==> config.mk <==
export PLATFORM = sky130hd
export DESIGN_NAME = result_packer
export DESIGN_NICKNAME = d
export VERILOG_FILES = /design/src/rtl/result_packer.sv
export SDC_FILE = /design/constraint.sdc
export NUM_CORES = 1
export LEC_CHECK = 0
export ABC_AREA = 1
export CORE_AREA = 2 2 210 212
export CTS_CLUSTER_DIAMETER = 120
export DETAILED_ROUTE_END_ITERATION = 8
export DIE_AREA = 0 0 212 214
export MAX_ROUTING_LAYER = met4
export PLACE_DENSITY = 0.83
export SYNTH_ARGS = -nofsm -noshare
export SYNTH_HDL_FRONTEND = slang
export SYNTH_SLANG_ARGS = --single-unit
==> constraint.sdc <==
create_clock -name clk -period 10.8 [get_ports clk]
set_clock_uncertainty 0.05 [all_clocks]
set_input_delay 1.08 -clock clk [delete_from_list [all_inputs] [get_ports clk]]
set_output_delay 1.08 -clock clk [all_outputs]
set_load 0.05 [all_outputs]
==> src/rtl/result_packer.sv <==
// result_packer: packs per-cycle result vectors into wide words and streams them from a FWFT word FIFO with frame framing
module result_packer #(
   parameter int PRECISION    = 8,
   parameter int NUM_FEATURES = 2,
   parameter int OUT_WIDTH    = 64,
   parameter int FIFO_DEPTH   = 8,
   parameter int FRAME_LEN    = 10,
   localparam int E           = NUM_FEATURES * PRECISION,
   localparam int LANES       = OUT_WIDTH / E,
   localparam int FW          = $clog2(FRAME_LEN + 1)
) (
   input  logic                                   clk,
   input  logic                                   rst,
   input  logic                                   in_valid,
   input  logic [NUM_FEATURES-1:0][PRECISION-1:0] in_data,
   output logic                                   in_ready,
   output logic [OUT_WIDTH-1:0]                   m_data,
   output logic                                   m_valid,
   input  logic                                   m_ready,
   output logic                                   m_last,
   output logic [LANES-1:0]                       m_lane_valid,
   output logic                                   frame_done,
   output logic                                   drop_sticky,
   output logic [FW-1:0]                          entries_in_frame
);
   localparam int LW = LANES > 1 ? $clog2(LANES) : 1;
   localparam int AW = $clog2(FIFO_DEPTH);
   logic [LW-1:0]        lane_q, lane_d;
   logic [OUT_WIDTH-1:0] pack_q, pack_d, pack_w;
   logic [LANES-1:0]     mask_w;
   logic [FW-1:0]        frame_q, frame_d;
   logic                 frame_done_q, drop_q;
   logic [AW-1:0]        wr_q, rd_q;
   logic [AW:0]          cnt_q, cnt_d;
   logic [OUT_WIDTH-1:0] mem_data [FIFO_DEPTH];
   logic [LANES-1:0]     mem_mask [FIFO_DEPTH];
   logic                 mem_last [FIFO_DEPTH];
   logic                 acc, last_ent, done, push, pop;

   // no pop pass-through: a full FIFO refuses input even while it is being drained
   assign in_ready = cnt_q != (AW+1)'(FIFO_DEPTH);
   assign acc      = in_valid && in_ready;
   assign last_ent = frame_q == FW'(FRAME_LEN - 1);
   assign done     = lane_q == LW'(LANES - 1) || last_ent;
   assign push     = acc && done;
   assign m_valid  = cnt_q != '0;
   assign pop      = m_valid && m_ready;

   always_comb begin
      pack_w = pack_q;
      pack_w[lane_q*E +: E] = in_data;
      for (int k = 0; k < LANES; k++) mask_w[k] = k <= int'(lane_q);
      lane_d  = acc ? (done ? '0 : lane_q + LW'(1)) : lane_q;
      pack_d  = acc ? (done ? '0 : pack_w) : pack_q;
      frame_d = acc ? (last_ent ? '0 : frame_q + FW'(1)) : frame_q;
      cnt_d   = cnt_q + (AW+1)'(push) - (AW+1)'(pop);
   end

   always_ff @(posedge clk or negedge rst)
      if (!rst) begin
         lane_q       <= '0;
         pack_q       <= '0;
         frame_q      <= '0;
         frame_done_q <= 1'b0;
         drop_q       <= 1'b0;
         wr_q         <= '0;
         rd_q         <= '0;
         cnt_q        <= '0;
      end else begin
         lane_q       <= lane_d;
         pack_q       <= pack_d;
         frame_q      <= frame_d;
         frame_done_q <= acc && last_ent;
         drop_q       <= drop_q | (in_valid && !in_ready);
         cnt_q        <= cnt_d;
         if (push) wr_q <= wr_q + AW'(1);
         if (pop) rd_q <= rd_q + AW'(1);
      end

   always_ff @(posedge clk)
      if (push) begin
         mem_data[wr_q] <= pack_w;
         mem_mask[wr_q] <= mask_w;
         mem_last[wr_q] <= last_ent;
      end

   // head is gated so stale storage never shows after reset
   assign m_data           = m_valid ? mem_data[rd_q] : '0;
   assign m_lane_valid     = m_valid ? mem_mask[rd_q] : '0;
   assign m_last           = m_valid && mem_last[rd_q];
   assign frame_done       = frame_done_q;
   assign drop_sticky      = drop_q;
   assign entries_in_frame = frame_q;
endmodule

==> results.sh <==
export IMPL_worst_ep_arrival_time_ns=4.30
export IMPL_finalNonFillerCells=3627
export IMPL_track_usage_pct=32.09
export IMPL_min_period_over_period_pct=50.25
export IMPL_syn_inst=2950
export IMPL_core_area_mm2=0.04289
export IMPL_crit_path_start="rd_q[0]$_DFFE_PN0P_"
export IMPL_synth_warnings=0
export IMPL_cellPowerDensity_mw_per_mm2=297.7
export IMPL_hold_slack_ns=0.2252
export IMPL_r2r_end="mem_data[4][26]$_DFFE_PP_"
export IMPL_critPathCaptureType="primary output"
export IMPL_r2r_cells=6
export IMPL_start_util_pct=65.45
export IMPL_cts_root_buffer="clkbuf_16"
export IMPL_finalNetCount=3030
export IMPL_port_buffer_count=96
export IMPL_clockBufferDepth=3
export IMPL_grt_max_degree=111
export IMPL_reg2reg_from="lane_q[0]$_DFFE_PN0P_"
export IMPL_route_detailed_drc=0
export IMPL_avgSynthCellArea_um2=9.515
export IMPL_relSlewSlack_pct=-1.210
export IMPL_grt_pass1_vias=20730
export IMPL_cts_setup_buffers=0
export IMPL_die_w_um=212
export IMPL_max_freq_mhz=184.3
export IMPL_via_per_inst=5.593
export IMPL_antenna_found_initial=0
export IMPL_setup_viol=0
export IMPL_clock_latency_ns=0.63
export IMPL_layout_common_cells="nand2_1 (989), inv_1 (581), edfxtp_1 (544)"
export IMPL_hold_violations=0
export IMPL_crit_path_end="m_data[30]"
export IMPL_dp_cells=3517
export IMPL_start_kind="flop"
export IMPL_cts_resized=0
export IMPL_synth_top_cell_by_area="edfxtp_1"
export IMPL_path_max_fanout=109
export IMPL_firstDrtPassIters=6
export IMPL_cap_viol_max_count=1
export IMPL_setup_ws_ns=5.373
export IMPL_rsz0062_at_grt="false"
export IMPL_netlist_cell_type_count=29
export IMPL_critPathKind="flop to primary output"
export IMPL_ir_drop_uv=246.6
export IMPL_vias=20280
export IMPL_grt_pass1_wl_mm=108.6
export IMPL_diodes=0
export IMPL_synth_seq_cells=626
export IMPL_ys_seq_area_share_pct=65.51
export IMPL_hpwl_mm=37.72
export IMPL_synth_area_mm2=0.02807
export IMPL_finalPower_mw=9.304
export IMPL_cts_made_buffers=60
export IMPL_fin_area_mm2=0.03126
export IMPL_rows=76
export IMPL_overflow=0
export IMPL_area_delta_synth_final_pct=11.37
export IMPL_cts_sinks=626
export IMPL_violations="capacitance limit, slew limit"
export IMPL_drt_initial_drc_count=2474
export IMPL_dpl_cell_area_mm2=0.02931
export IMPL_drive_above_1_share_pct=4.536
export IMPL_cts_hold_buffers_added=0
export IMPL_synthTopCellsByArea="edfxtp_1 (58%), nand2_1 (13%), inv_1 (7.8%), dfrtp_1 (7.3%), nand3_1 (6.3%)"
export IMPL_p_leak_nw=14.46
export IMPL_status="finished with violations"
export IMPL_drv_slew=10
export IMPL_die_h_um=214
export IMPL_dieArea_mm2=0.04537
export IMPL_r2r_setup_slack_ns=6.82
export IMPL_gp_congestion=0.8919
export IMPL_critical_path_required_ns=9.67
export IMPL_worstMarginPinSlew_ns=1.502
export IMPL_drt_antenna_violating_nets=0
export IMPL_setup_tns_final_ns=0
export IMPL_clk_pin_slew_ns=0.06
export IMPL_post_drt_wl_per_cell_um=18.96
export IMPL_mostFrequentLayoutCell="nand2_1"
export IMPL_io_pins=97
export IMPL_routed_wl_mm=68.78
export IMPL_utilization_pct=72.89
export IMPL_pre_cts_slack_ns=6.145
export IMPL_hold_path_class="primary input to asynchronous set/reset pin"
export IMPL_synth_top_area_share_pct=58.20
export IMPL_syn_num_nets=2986
export IMPL_fin_crit_ns=5.427
export IMPL_cts_tree="built"
export IMPL_htree_levels=2
[per-layer routing]
layer,GRT usage (%),wire [um],vias to the layer above
li1,-,-,9290
met1,39.76,25070,9609
met2,52.59,34330,1181
met3,5.468,6991,204
met4,13.29,2390,0
met5,-,0,-
[kinds of logic after synthesis]
family,share of synthesized area [%]
buf+inv,10.36
xor+xnor,0.1872
compound gates,1.346
fa+ha+maj,0.7400
simple gates,21.86
flops,65.51
[synth_stat cells]
| cell | instances |
|---|---|
| o21bai_1 | 1 |
| clkinv_1 | 1 |
| nor2_4 | 2 |
| buf_6 | 6 |
| xnor2_1 | 4 |
| buf_4 | 11 |
| xor2_1 | 2 |
| nor3_1 | 4 |
| o21ai_0 | 42 |
| nand2_2 | 5 |
| buf_2 | 77 |
| clkbuf_1 | 29 |
| nor2_2 | 1 |
| fa_1 | 1 |
| a21oi_1 | 2 |
| dfrtp_1 | 82 |
| nand3_2 | 2 |
| o21ai_1 | 30 |
| or2_2 | 1 |
| nand2_1 | 989 |
| nand4_1 | 1 |
| nor2_1 | 143 |
| ha_1 | 15 |
| nand3_1 | 352 |
| inv_2 | 3 |
| inv_1 | 583 |
| buf_1 | 16 |
| nand2_4 | 1 |
| edfxtp_1 | 544 |
[cell type report]
type	instances	area, um^2
flip-flops and latches	626	18400
clock buffers	94	1762
clock inverters	16	186.4
inverters	587	2211
fillers	2799	11630
repair buffers	121	1146
multi-input cells	1598	6823
well taps	585	732.0
[power by group]
part | switching, mW | total [mW] | internal [mW] | leakage [nW]
clock | 0.883 | 2.09 | 1.21 | 0.949
sequential | 0.193 | 3.24 | 3.05 | 6.13
combinational | 2.89 | 3.97 | 1.08 | 7.38
[how the worst min path moves through the flow]
stage,startpoint,to,depth (start not counted)
finish,rst,drop_sticky$_DFF_PN0_,1
global route,rst,drop_sticky$_DFF_PN0_,1
CTS,rst,drop_sticky$_DFF_PN0_,1
detailed placement,drop_sticky$_DFF_PN0_,drop_sticky$_DFF_PN0_,1
global placement,pack_q[27]$_DFFE_PN0P_,pack_q[27]$_DFFE_PN0P_,2
floorplan,pack_q[16]$_DFFE_PN0P_,pack_q[16]$_DFFE_PN0P_,2
[critical path: stages, from the launching register on]
cell,delay [ns]
dfrtp_4,0.77
inv_6,0.50
buf_4,0.95
nand2_1,0.14
nand3_1,0.16
nand3_1,0.10
nand2_1,0.12
nor2_1,0.08
clkdlybuf4s50_1,0.70
[flip-flops by register name (all words and copies together), names as in the netlist]
name,cells
mem_data,512
rd_q,3
lane_q,2
drop_sticky,1
mem_last,8
wr_q,3
cnt_q,4
mem_mask,24
entries_in_frame,4
frame_done,1
pack_q,64
Note: power is estimated with default switching activity, not from simulation.
